===== src/rtl/fetch_stage_r0.sv =====
// Purpose  : RISC-V instruction fetch stage and IF/ID register with skid buffer and stall/flush counters.
// Latency  : 1 cycle imem read, 1 cycle fetch-to-IF/ID; a redirect costs exactly one bubble.
// Backpress: IF_ID_Hold=0 freezes IF/ID and parks the in-flight imem word in a skid register; PCWrite=0 holds the PC.
//
// Ports:
//   clk, rst                   clock and synchronous active-high reset
//   PCWrite, IF_ID_Hold,       hazard-unit controls (Hold is active-low:
//   IF_ID_Flush                0 = keep IF/ID contents)
//   redirect_valid/_pc         taken branch/jump target from ID
//   imem_addr / imem_rdata     synchronous-read instruction memory port
//   IF_ID_*                    IF/ID contents plus decoded hazard fields
//   stall_cnt, flush_cnt       saturating performance counters
//   protocol_err               sticky PCWrite-while-held indicator
module fetch_stage_r0 #(
    parameter logic [31:0] RESET_PC = 32'h0000_0000,
    parameter int          CNT_W    = 16,
    parameter logic [31:0] NOP      = 32'h0000_0013
) (
    input  logic             clk,
    input  logic             rst,
    input  logic             PCWrite,
    input  logic             IF_ID_Hold,
    input  logic             IF_ID_Flush,
    input  logic             redirect_valid,
    input  logic [31:0]      redirect_pc,
    output logic [31:0]      imem_addr,
    input  logic [31:0]      imem_rdata,
    output logic             IF_ID_Valid,
    output logic [31:0]      IF_ID_PC,
    output logic [31:0]      IF_ID_PC4,
    output logic [31:0]      IF_ID_Instr,
    output logic [7:0]       IF_ID_Opcode,
    output logic [4:0]       IF_ID_Rs,
    output logic [4:0]       IF_ID_Rt,
    output logic [4:0]       IF_ID_Rd,
    output logic [CNT_W-1:0] stall_cnt,
    output logic [CNT_W-1:0] flush_cnt,
    output logic             protocol_err
);

    localparam logic [CNT_W-1:0] CNT_ONE = {{(CNT_W-1){1'b0}}, 1'b1};
    localparam logic [CNT_W-1:0] CNT_MAX = {CNT_W{1'b1}};

    logic [31:0]      pc_q, pc_d;
    logic [31:0]      f2_pc_q, f2_pc_d;
    logic             f2_valid_q, f2_valid_d;
    logic [31:0]      skid_q, skid_d;
    logic             use_skid_q, use_skid_d;
    logic [CNT_W-1:0] stall_cnt_q, stall_cnt_d;
    logic [CNT_W-1:0] flush_cnt_q, flush_cnt_d;
    logic             perr_q, perr_d;

    // Kill covers both an explicit flush and a redirect: the word returning
    // from memory next cycle belongs to the wrong path either way.
    logic kill;
    assign kill = IF_ID_Flush | redirect_valid;

    always_comb begin
        // PC: redirect has priority over PCWrite=0
        pc_d = pc_q;
        if (redirect_valid) begin
            pc_d = redirect_pc;
        end else if (PCWrite) begin
            pc_d = pc_q + 32'd4;
        end

        f2_pc_d    = f2_pc_q;
        f2_valid_d = f2_valid_q;
        skid_d     = skid_q;
        use_skid_d = use_skid_q;
        if (kill) begin
            f2_valid_d = 1'b0;
            use_skid_d = 1'b0;
        end else if (!IF_ID_Hold) begin
            // imem_rdata only belongs to f2_pc_q in the first held cycle;
            // afterwards memory is reading the next address, so park it once.
            if (!use_skid_q) begin
                skid_d     = imem_rdata;
                use_skid_d = 1'b1;
            end
        end else begin
            f2_pc_d    = pc_q;
            f2_valid_d = 1'b1;
            use_skid_d = 1'b0;
        end

        stall_cnt_d = stall_cnt_q;
        if (!IF_ID_Hold && (stall_cnt_q != CNT_MAX)) begin
            stall_cnt_d = stall_cnt_q + CNT_ONE;
        end
        flush_cnt_d = flush_cnt_q;
        if (IF_ID_Flush && (flush_cnt_q != CNT_MAX)) begin
            flush_cnt_d = flush_cnt_q + CNT_ONE;
        end

        // Advancing the PC while IF/ID is frozen drops a sequential instruction.
        perr_d = perr_q | (PCWrite & ~IF_ID_Hold & ~kill);
    end

    always_ff @(posedge clk) begin
        if (rst) begin
            pc_q        <= RESET_PC;
            f2_pc_q     <= 32'h0;
            f2_valid_q  <= 1'b0;
            skid_q      <= 32'h0;
            use_skid_q  <= 1'b0;
            stall_cnt_q <= '0;
            flush_cnt_q <= '0;
            perr_q      <= 1'b0;
        end else begin
            pc_q        <= pc_d;
            f2_pc_q     <= f2_pc_d;
            f2_valid_q  <= f2_valid_d;
            skid_q      <= skid_d;
            use_skid_q  <= use_skid_d;
            stall_cnt_q <= stall_cnt_d;
            flush_cnt_q <= flush_cnt_d;
            perr_q      <= perr_d;
        end
    end

    // Outputs depend only on registers and imem_rdata.
    assign imem_addr    = pc_q;
    assign IF_ID_Valid  = f2_valid_q;
    assign IF_ID_PC     = f2_pc_q;
    assign IF_ID_PC4    = f2_pc_q + 32'd4;
    // An empty IF/ID shows NOP so ID never decodes a stale branch/jump.
    assign IF_ID_Instr  = !f2_valid_q ? NOP : (use_skid_q ? skid_q : imem_rdata);
    assign IF_ID_Opcode = {IF_ID_Instr[14:12], IF_ID_Instr[6:2]};
    assign IF_ID_Rs     = IF_ID_Instr[19:15];
    assign IF_ID_Rt     = IF_ID_Instr[24:20];
    assign IF_ID_Rd     = IF_ID_Instr[11:7];
    assign stall_cnt    = stall_cnt_q;
    assign flush_cnt    = flush_cnt_q;
    assign protocol_err = perr_q;

endmodule


===== config.mk =====
export PLATFORM = sky130hd
export DESIGN_NAME = fetch_stage_r0
export DESIGN_NICKNAME = d
export VERILOG_FILES = /design/src/rtl/fetch_stage_r0.sv
export SDC_FILE = /design/constraint.sdc
export NUM_CORES = 1
export LEC_CHECK = 0
export BUFFER_PORTS_ARGS = -buffer_cell sky130_fd_sc_hd__buf_4
export CAP_MARGIN = 30
export CORE_MARGIN = 2
export CORE_UTILIZATION = 25
export CTS_CLUSTER_DIAMETER = 30
export DETAILED_ROUTE_END_ITERATION = 10
export GPL_ROUTABILITY_DRIVEN = 0
export GPL_TIMING_DRIVEN = 0
export PLACE_DENSITY = 0.56
export SLEW_MARGIN = 15
export SYNTH_ARGS = -nofsm -noshare
export SYNTH_HDL_FRONTEND = slang
export SYNTH_SLANG_ARGS = --single-unit

===== constraint.sdc =====
create_clock -name clk -period 2.6 [get_ports clk]
set_input_delay 0.52 -clock clk [delete_from_list [all_inputs] [get_ports clk]]
set_output_delay 0.52 -clock clk [all_outputs]
set_load 0.005 [all_outputs]

==> qor.yml <==
grt_pass1_vias: 7067
synth.avg_cell_area_um2: 7.79
vdd_drop_max_uv: 307
ios: 255
fin_cells: 1583
route.detailed.drc: 0
path_max_fanout: 8
row_count: 61
grt_pass1_wl_mm: 40.4
p_leak_nw: 4.07
cp_top_family: "simple AND/OR/NAND/NOR gates"
max_cap_violations: 0
required_ns: 2.08
rr_startpoint: "imem_addr[13]$_SDFFE_PP0N_"
drive_gt1_share_pct: 29.8
clock-sinks: 131
worstPathArrival_ns: 1.96
cts-root-buf: "clkbuf_16"
crit_type: "reg -> out"
cp_slowest_stage_delay_ns: 0.36
synth_area_leader_cell: "dfxtp_1"
skew_ns: 0.00985
fmax_mhz: 402
synth-main-ff-cell: "dfxtp_1"
synth.top_cell.area_share_pct: 36.9
ys_seq_area_share_pct: 36.9
via_per_inst: 4.72
min_path_type: "in -> reg"
initial_core_util_pct: 25.5
ys_async_sr_fraction_pct: 0
ant_nets: 0
coreArea_um2: 27900
clock_latency_ns: 0.42
drtIter0Drc: 332
place_ws_ns: -0.339
worst_slack_ns: 0.115
cts_tree: "done"
reg2reg_to: "imem_addr[19]$_SDFFE_PP0N_"
htreeDepth: 4
path_cells: "nand4_1 -> buf_4 -> nor4_4 -> buf_6 -> nand3_1 -> xnor2_2 -> buf_4"
hold_viol_final: 0
syn_inst: 912
ys_top_cells_by_area: "dfxtp_1, nand2_1, a21oi_1"
track_usage_pct: 16.9
n_antenna_cell: 0
cts_buffer_depth: 2
place_inst: 1541
area_delta_synth_final_pct: 44.6
rsz0062_at_grt: "yes"
setup_viol: 0
dieArea_um2: 29800
critical-path-top-cell-by-count: "buf_4"
nets: 1266
holdBufCountCts: 0
maxSlewViolCount: 0
synth_edf_count: 0
worstHoldStart: "redirect_pc[3]"
die_y_um: 173
die_w_um: 173
fin_worst_hold_slack_ns: 0.339
worstRegToRegCells: 5
syn-cell-area_um2: 7100
port_buffers: 251
wirelength_mm: 25.6
dp.final_hpwl_mm: 19.4
timing.slew.headroom_pct: 37.1
final_util_pct: 36.9
r2r_setup_slack_ns: 0.24
place_area_um2: 9470
yosys_warnings: 0
grt_overflow: 0
holdPathStages: 3
crit_path_start_kind: "flip-flop"
final.min_clock_period_ns: 2.48
tightest_slew_ns: 0.935
worstHoldEndpoint: "imem_addr[3]$_SDFFE_PP0N_"
syn-num-nets: 986
p_per_area_nw_per_um2: 520
critical-path-slowest-cell: "dfxtp_4"
cts_buffers: 17
cp-end-kind: "primary output"
yosysUniqueCellTypes: 52
ys_seq_elements: 131
num_vias: 7477
total_power_mw: 5.34
grt_max_degree: 17
tns_ns: 0
drt-pass1-iter-count: 6
final_area_um2: 10300
clk_pin_slew_ns: 0.06
fin_crit_sh_pct: 95.6
outcome: "complete, no violations"
cp_num_buf_inv: 3
routedWlPerCell_um: 16.2
antenna_found_initial: 0
-- worst reg2reg max path: stages (launching register included) --
cell      delay, ns
dfxtp_1        0.51
nand4_2        0.25
or4_1          0.54
buf_2          0.18
or4b_2         0.64
o2111a_1       0.13
-- repair_timing --
| action | CTS | global route |
|---|---|---|
| pin swaps | 5 | 5 |
| endpoints found under the hold margin | 0 | 0 |
| endpoints found under the setup margin | 68 | 18 |
| gates resized for setup | 18 | 15 |
| setup buffers | 6 | 5 |
-- synthesized netlist by cell type, types with 3 or more instances --
cell type and n:
a21oi_1 95, mux2_2 10, nand4_1 28, nand3_1 28, xnor2_1 29, or3_1 8, dfxtp_1 131, xor2_1 10
mux2i_1 38, nand2_1 182, buf_4 25, and2_1 3, nor4_1 17, inv_1 13, nor2b_1 41, nor2_1 50
a2111oi_0 4, clkbuf_1 46, o2111a_1 3, nor3_1 19, a311oi_1 3, and3_1 16, or2_2 3, o211ai_1 12
buf_1 9, a211oi_1 10, and4_1 9, ha_1 4, o31ai_1 8, o21ai_0 12, or4_1 16
-- report_power, final --
| group | switching (mW) | internal, mW |
|---|---|---|
| clock network | 0.978 | 1.62 |
| logic | 0.287 | 0.281 |
| registers | 0.103 | 2.07 |
| total | 1.37 | 3.98 |
-- layout make-up --
class / instances / area [um^2]
fillers: 2980 / 17600
multi-input cells: 686 / 4080
flip-flops and latches: 131 / 2650
repair buffers: 263 / 1980
well taps: 378 / 473
clock buffers: 18 / 429
plain buffers: 80 / 408
clock inverters: 14 / 201
inverters: 13 / 48.8
-- flip-flops by register name, indices dropped and copies added, names as in the netlist --
register / flops
IF_ID_PC: 32
stall_cnt: 16
protocol_err: 1
skid_q: 32
flush_cnt: 16
imem_addr: 32
IF_ID_Valid: 1
use_skid_q: 1
-- per-layer routing --
metal / track usage (%) / vias up / wire (um)
met5: 0 / - / 0
met4: 5.34 / 0 / 480
met3: 3.65 / 26 / 1420
met2: 28.3 / 226 / 12200
met1: 21.7 / 3447 / 11600
li1: - / 3778 / -
-- how the worst max path moves through the flow --
stage	startpoint	to	slack, ns	cells after the start
after detailed placement	IF_ID_PC[2]$_SDFFE_PP0P_	IF_ID_PC4[18]	-0.34	6
after floorplan	IF_ID_PC[6]$_SDFFE_PP0P_	IF_ID_PC4[31]	0.28	4
final	IF_ID_PC[6]$_SDFFE_PP0P_	IF_ID_PC4[18]	0.12	7
after global placement	IF_ID_PC[6]$_SDFFE_PP0P_	IF_ID_PC4[31]	-0.38	5
after global routing	IF_ID_PC[6]$_SDFFE_PP0P_	IF_ID_PC4[30]	-0.03	7
after CTS	IF_ID_PC[2]$_SDFFE_PP0P_	IF_ID_PC4[18]	0.005	7
-- kinds of logic (layout without fill, tap and decap cells) --
group | count (synthesis) | count (layout) | share of synthesized area [%]
AO/OA/AOI/OAI | 164 | 164 | 14.1
XOR/XNOR | 39 | 39 | 4.81
flip-flops | 131 | 131 | 36.9
buffers and inverters | 95 | 388 | 6.38
adder cells (fa/ha/maj) | 4 | 4 | 0.705
AND/OR/NAND/NOR | 431 | 431 | 30.2
multiplexers | 48 | 48 | 6.94
-- cell usage in the layout, fill, tap and decap left out, types with 28 or more instances in the layout --
cell type and n:
nor2b_1 41, nand2_1 182, dfxtp_1 120, clkbuf_1 42, a21oi_1 95, mux2i_1 38, xnor2_1 28, buf_4 285
nor2_1 50, nand4_1 28
(Power assumes the default switching activity.)
